==> src/rtl/sevenseg_capture.sv <==
`default_nettype none
// ============================================================================
//  Module   : sevenseg_capture
//  Purpose  : Watches a multiplexed, active-low seven-segment bus. Each time
//             one anode/segment pattern has held steady for STABLE_CYCLES
//             samples, it is decoded back to a hex digit.
//             Optional macro: SEVENSEG_CAPTURE_ERR_EN builds the sticky
//             illegal-pattern flag. Without it, err is tied low.
//  Revision : 1.0  initial release
// ============================================================================
module sevenseg_capture #(
    parameter int NUM_DIGITS    = 4,
    parameter int STABLE_CYCLES = 4
) (
    input  logic                    clk,
    input  logic                    rst,
    input  logic [6:0]              seg_n,
    input  logic [NUM_DIGITS-1:0]   an_n,
    output logic [4*NUM_DIGITS-1:0] digit_val,
    output logic [NUM_DIGITS-1:0]   digit_ok,
    output logic                    upd_valid,
    output logic [2:0]              upd_idx,
    output logic [3:0]              upd_val,
    output logic                    upd_ok,
    output logic                    frame_done,
    output logic                    err
);

    localparam int c_CNT_W = $clog2(STABLE_CYCLES + 1);
    localparam int c_SMP_W = NUM_DIGITS + 7;
    localparam logic [c_CNT_W-1:0]    c_STABLE   = c_CNT_W'(STABLE_CYCLES);
    localparam logic [c_CNT_W-1:0]    c_CNT_ONE  = c_CNT_W'(1);
    localparam logic [NUM_DIGITS-1:0] c_ALL_SEEN = '1;

    typedef enum logic [1:0] {
        ST_IDLE  = 2'd0,
        ST_TRACK = 2'd1,
        ST_HELD  = 2'd2
    } state_t;

    logic [c_SMP_W-1:0]      r_s;
    logic [c_CNT_W-1:0]      r_cnt;
    state_t                  r_state;
    logic [4*NUM_DIGITS-1:0] r_digit_val;
    logic [NUM_DIGITS-1:0]   r_digit_ok;
    logic [NUM_DIGITS-1:0]   r_seen;
    logic                    r_upd_valid;
    logic [2:0]              r_upd_idx;
    logic [3:0]              r_upd_val;
    logic                    r_upd_ok;
    logic                    r_frame_done;

    logic [c_SMP_W-1:0]      w_in;
    logic                    w_same;
    logic                    w_in_valid;
    logic [NUM_DIGITS-1:0]   w_sel;
    logic [NUM_DIGITS-1:0]   w_seen_next;
    logic                    w_capture;
    logic [2:0]              w_idx;
    logic [3:0]              w_dec_val;
    logic                    w_dec_ok;

    assign w_in        = {an_n, seg_n};
    assign w_same      = (w_in == r_s);
    assign w_in_valid  = $onehot(~an_n);
    // Captures only happen in TRACK, where the sampled anode is one-hot.
    assign w_sel       = ~r_s[c_SMP_W-1:7];
    assign w_seen_next = r_seen | w_sel;
    assign w_capture   = (r_state == ST_TRACK) && (r_cnt == c_STABLE);

    // Binary index of the selected anode in the sample register
    always_comb begin
        w_idx = 3'd0;
        for (int i = 0; i < NUM_DIGITS; i++) begin
            if (w_sel[i]) begin
                w_idx = i[2:0];
            end
        end
    end

    // Segment pattern (A at bit 6, active-low) back to hex value
    always_comb begin
        w_dec_ok  = 1'b1;
        w_dec_val = 4'h0;
        case (r_s[6:0])
            7'b0000001: w_dec_val = 4'h0;
            7'b1001111: w_dec_val = 4'h1;
            7'b0010010: w_dec_val = 4'h2;
            7'b0000110: w_dec_val = 4'h3;
            7'b1001100: w_dec_val = 4'h4;
            7'b0100100: w_dec_val = 4'h5;
            7'b0100000: w_dec_val = 4'h6;
            7'b0001111: w_dec_val = 4'h7;
            7'b0000000: w_dec_val = 4'h8;
            7'b0000100: w_dec_val = 4'h9;
            7'b0001000: w_dec_val = 4'hA;
            7'b1100000: w_dec_val = 4'hB;
            7'b0110001: w_dec_val = 4'hC;
            7'b1000010: w_dec_val = 4'hD;
            7'b0110000: w_dec_val = 4'hE;
            7'b0111000: w_dec_val = 4'hF;
            default:    w_dec_ok  = 1'b0;
        endcase
    end

    // Input sample register and saturating run-length counter
    always_ff @(posedge clk) begin
        if (rst) begin
            r_s   <= '1;
            r_cnt <= '0;
        end else begin
            r_s <= w_in;
            if (!w_same) begin
                r_cnt <= c_CNT_ONE;
            end else if (r_cnt != c_STABLE) begin
                r_cnt <= r_cnt + c_CNT_ONE;
            end
        end
    end

    // Capture FSM with registered digit table and update pulses
    always_ff @(posedge clk) begin
        if (rst) begin
            r_state      <= ST_IDLE;
            r_digit_val  <= '0;
            r_digit_ok   <= '0;
            r_seen       <= '0;
            r_upd_valid  <= 1'b0;
            r_upd_idx    <= 3'd0;
            r_upd_val    <= 4'h0;
            r_upd_ok     <= 1'b0;
            r_frame_done <= 1'b0;
        end else begin
            r_upd_valid  <= 1'b0;
            r_frame_done <= 1'b0;

            // The capture always uses the stable sample in r_s; a new
            // pattern arriving on the same edge simply starts its own run.
            if (w_capture) begin
                r_upd_valid <= 1'b1;
                r_upd_idx   <= w_idx;
                r_upd_val   <= w_dec_ok ? w_dec_val : 4'h0;
                r_upd_ok    <= w_dec_ok;
                for (int i = 0; i < NUM_DIGITS; i++) begin
                    if (w_sel[i]) begin
                        if (w_dec_ok) begin
                            r_digit_val[4*i +: 4] <= w_dec_val;
                        end
                        r_digit_ok[i] <= w_dec_ok;
                    end
                end
                if (w_seen_next == c_ALL_SEEN) begin
                    r_frame_done <= 1'b1;
                    r_seen       <= '0;
                end else begin
                    r_seen <= w_seen_next;
                end
            end

            case (r_state)
                ST_TRACK: begin
                    if (!w_same) begin
                        r_state <= w_in_valid ? ST_TRACK : ST_IDLE;
                    end else if (w_capture) begin
                        r_state <= ST_HELD;
                    end
                end
                ST_IDLE, ST_HELD: begin
                    if (!w_same) begin
                        r_state <= w_in_valid ? ST_TRACK : ST_IDLE;
                    end
                end
                default: r_state <= ST_IDLE;
            endcase
        end
    end

`ifdef SEVENSEG_CAPTURE_ERR_EN
    logic r_err;

    // Sticky flag: any capture of an illegal pattern sets it until reset
    always_ff @(posedge clk) begin
        if (rst) begin
            r_err <= 1'b0;
        end else if (w_capture && !w_dec_ok) begin
            r_err <= 1'b1;
        end
    end

    assign err = r_err;
`else
    assign err = 1'b0;
`endif

    assign digit_val  = r_digit_val;
    assign digit_ok   = r_digit_ok;
    assign upd_valid  = r_upd_valid;
    assign upd_idx    = r_upd_idx;
    assign upd_val    = r_upd_val;
    assign upd_ok     = r_upd_ok;
    assign frame_done = r_frame_done;

endmodule
`default_nettype wire

==> config.mk <==
export PLATFORM = sky130hd
export DESIGN_NAME = sevenseg_capture
export DESIGN_NICKNAME = d
export VERILOG_FILES = /design/src/rtl/sevenseg_capture.sv
export SDC_FILE = /design/constraint.sdc
export NUM_CORES = 1
export LEC_CHECK = 0
export ABC_AREA = 1
export CAP_MARGIN = 20
export CORE_MARGIN = 4
export CORE_UTILIZATION = 54
export CTS_BUF_LIST = sky130_fd_sc_hd__clkbuf_4 sky130_fd_sc_hd__clkbuf_8
export CTS_CLUSTER_DIAMETER = 80
export DETAILED_ROUTE_END_ITERATION = 7
export GPL_TIMING_DRIVEN = 0
export PLACE_DENSITY = 0.91
export REMOVE_ABC_BUFFERS = 1
export SYNTH_ARGS = -nofsm -noshare
export SYNTH_HDL_FRONTEND = slang
export SYNTH_SLANG_ARGS = --single-unit
==> constraint.sdc <==
create_clock -name clk -period 1.8 [get_ports clk]
set_input_delay 0.36 -clock clk [delete_from_list [all_inputs] [get_ports clk]]
set_output_delay 0.36 -clock clk [all_outputs]
set_load 0.005 [all_outputs]
==> impl_metrics.json <==
{
  "syn_inst": 317,
  "status": "completed",
  "cts_tree": "done",
  "endpoint_kind": "flop",
  "synth_fa_ha_area_share_pct": 2.87,
  "rows": 24,
  "power.density_nw_per_um2": 651,
  "first_pass_iters": 4,
  "core-area_um2": 4350,
  "slew_violations": 0,
  "synth-simple-area-share_pct": 34.2,
  "drive_gt1_share_pct": 24.5,
  "diodes": 0,
  "die_h_um": 75.2,
  "setup_violations": 0,
  "final_hold_viol_count": 0,
  "instances_no_fill": 416,
  "cts_root_buffer": "clkbuf_8",
  "fin_crit_ns": 1.66,
  "final_area_um2": 3040,
  "track_usage_pct": 19.5,
  "ios": 44,
  "netlist_area_um2": 2440,
  "drc": 0,
  "die_w_um": 75.2,
  "syn2layout_area_growth_pct": 24.4,
  "dp_cells": 404,
  "slew_headroom_pct": 53.2,
  "synth_compound_area_share_pct": 12.3,
  "skew_ns": 0.00841,
  "gp_congestion": 0.889,
  "post-route-period-util_pct": 92.3,
  "yosysSeqAreaShare_pct": 40.2,
  "start_kind": "input pin",
  "ant_nets": 0,
  "layout_commonest_cell": "nand2_1",
  "cp_data_arrival_time_ns": 1.91,
  "antenna_found_initial": 0,
  "gr-total-overflow": 0,
  "postRouteWirelength_um": 5260,
  "synth_mux_area_share_pct": 0,
  "avgSynthCellArea_um2": 7.70,
  "dieArea_um2": 5660,
  "ys_warn_count": 0,
  "tightest_slew_ns": 0.702,
  "vias_per_cell": 5.13,
  "grt_max_degree": 22,
  "hold_path_class": "input pin to flop",
  "place_area_um2": 2910,
  "post-dp-hpwl_um": 3940,
  "synth_xor_area_share_pct": 2.51,
  "io_buffers": 41,
  "layout_common_cells": "nand2_1 (62), dfxtp_1 (49), clkdlybuf4s50_1 (37)",
  "htreeDepth": 2,
  "grt_pass1_wl_um": 8400,
  "cts_sinks": 49,
  "drt_iter0_markers": 151,
  "max_cap_viol_count": 0,
  "required_ns": 2.05,
  "vias": 2134,
  "clkTransAtPathRegs_ns": 0.09,
  "start_util_pct": 56.1,
  "insertion_delay_ns": 0.31,
  "clockBufferDepth": 2,
  "fmax_mhz": 602,
  "nets": 381,
  "grt_pass1_vias": 1888,
  "synth_top_family_by_area": "simple AND/OR/NAND/NOR gates",
  "cts_hold_buf": 0,
  "rsz0062_at_grt": "no",
  "detail_route.wl_per_cell_um": 12.6,
  "ys_ff_latch": 49,
  "worstSetupPathType": "input pin to flop",
  "numCtsBuffers": 5,
  "p_leak_nw": 1.34,
  "peakVddDrop_v": 0.000458,
  "crit_fanout": 3,
  "synth_cell_types": 32
}
## what timing repair did
action,4_1_cts,5_1_grt
pin swaps,1,2
buffers inserted,0,4
setup endpoints to repair,11,26
resized for setup,6,4
## final cells by class
class / instances / area, um^2
Sequential cell: 49 / 981
Multi-Input combinational cell: 221 / 1290
Timing Repair Buffer: 46 / 460
Tap cell: 52 / 65.1
Clock inverter: 3 / 26.3
Clock buffer: 5 / 68.8
Fill cell: 333 / 1320
Inverter: 40 / 150
## layer usage
layer  vias up  GRT usage [%]  routed length [um]
li1       1092              -                   -
met1       974           24.4                2260
met2        60           33.2                2570
met3         8           3.74                 330
met4         0           7.18                  89
met5         -              0                   0
## synth_stat cells
cell type / count / area share, %
fa_1: 1 / 0.82
nor2_2: 5 / 1.3
nor2_4: 2 / 0.92
a21oi_1: 21 / 4.3
a21oi_2: 16 / 5.7
buf_4: 2 / 0.61
conb_1: 1 / 0.15
nand4_1: 4 / 1.0
a31oi_1: 1 / 0.26
nor3_2: 1 / 0.41
o21ai_0: 7 / 1.4
dfxtp_1: 49 / 40
inv_2: 11 / 1.7
xnor2_1: 4 / 1.4
nand2_4: 6 / 2.8
nand3_4: 2 / 1.4
inv_1: 29 / 4.5
nor2_1: 25 / 3.8
xor2_1: 3 / 1.1
buf_2: 1 / 0.20
nor2_8: 1 / 0.82
nand3_1: 19 / 3.9
buf_1: 2 / 0.31
clkbuf_1: 3 / 0.46
ha_1: 4 / 2.1
nand2_1: 62 / 9.5
or2_2: 4 / 1.0
and2_0: 1 / 0.26
o22ai_1: 1 / 0.26
nor3_1: 3 / 0.61
nand2_2: 25 / 6.4
o211ai_1: 1 / 0.31
## through the flow
| step | total power [W] | setup TNS [ns] | worst slack (ns) | hold slack, ns | utilization, % |
|---|---|---|---|---|---|
| 2_1_floorplan | 0.00124 | 0 | 0.122 | 0.422 | - |
| 3_3_place_gp | 0.00130 | -24.50 | -1.10 | 0.434 | 66.2 |
| 3_5_place_dp | 0.00132 | -4.95 | -0.499 | 0.443 | 66.8 |
| 4_1_cts | 0.00199 | 0 | 0.0291 | 0.458 | 69.1 |
| 5_1_grt | 0.00207 | 0 | 0.0153 | 0.328 | 69.8 |
| 6_report | 0.00198 | 0 | 0.139 | 0.318 | 69.8 |
## where the power goes
part	total, W	switching, W	internal, W
logic	0.000167	0.0000997	0.0000674
clock network	0.000688	0.000404	0.000283
registers	0.00112	0.0000221	0.00110
total	0.00198	0.000526	0.00145
## sequential cells by signal, summed over array words and instances, names as in the netlist, 2 cells and up
signal	flops
r_seen	4
digit_val	16
digit_ok	4
upd_idx	2
r_s	11
r_state	2
upd_val	4
r_cnt	3
## final timing paths
kind	from	endpoint	slack [ns]	cells after the start
hold reg to reg	r_seen[2]	r_seen[2]	0.46	2
setup reg to reg	r_cnt[0]	digit_ok[2]	0.16	9
setup / recovery	an_n[3]	r_state[0]	0.14	8
hold / removal	an_n[0]	r_s[7]	0.32	2
## cells by family after synthesis
logic type / Yosys count
and+or+nand+nor: 160
DFF: 49
buffers and inverters: 48
AOI/OAI and AO/OA: 47
xor gates and xnor gates: 7
adders and majority gates: 5
other: 1
## critical path: stages
cell           delay [ns]
dlygate4sd2_1        0.28
fa_1                 0.49
inv_1                0.04
ha_1                 0.17
ha_1                 0.27
nor2_1               0.10
nand3_1              0.08
a21oi_2              0.12
Power figures use the tool's default switching activity.
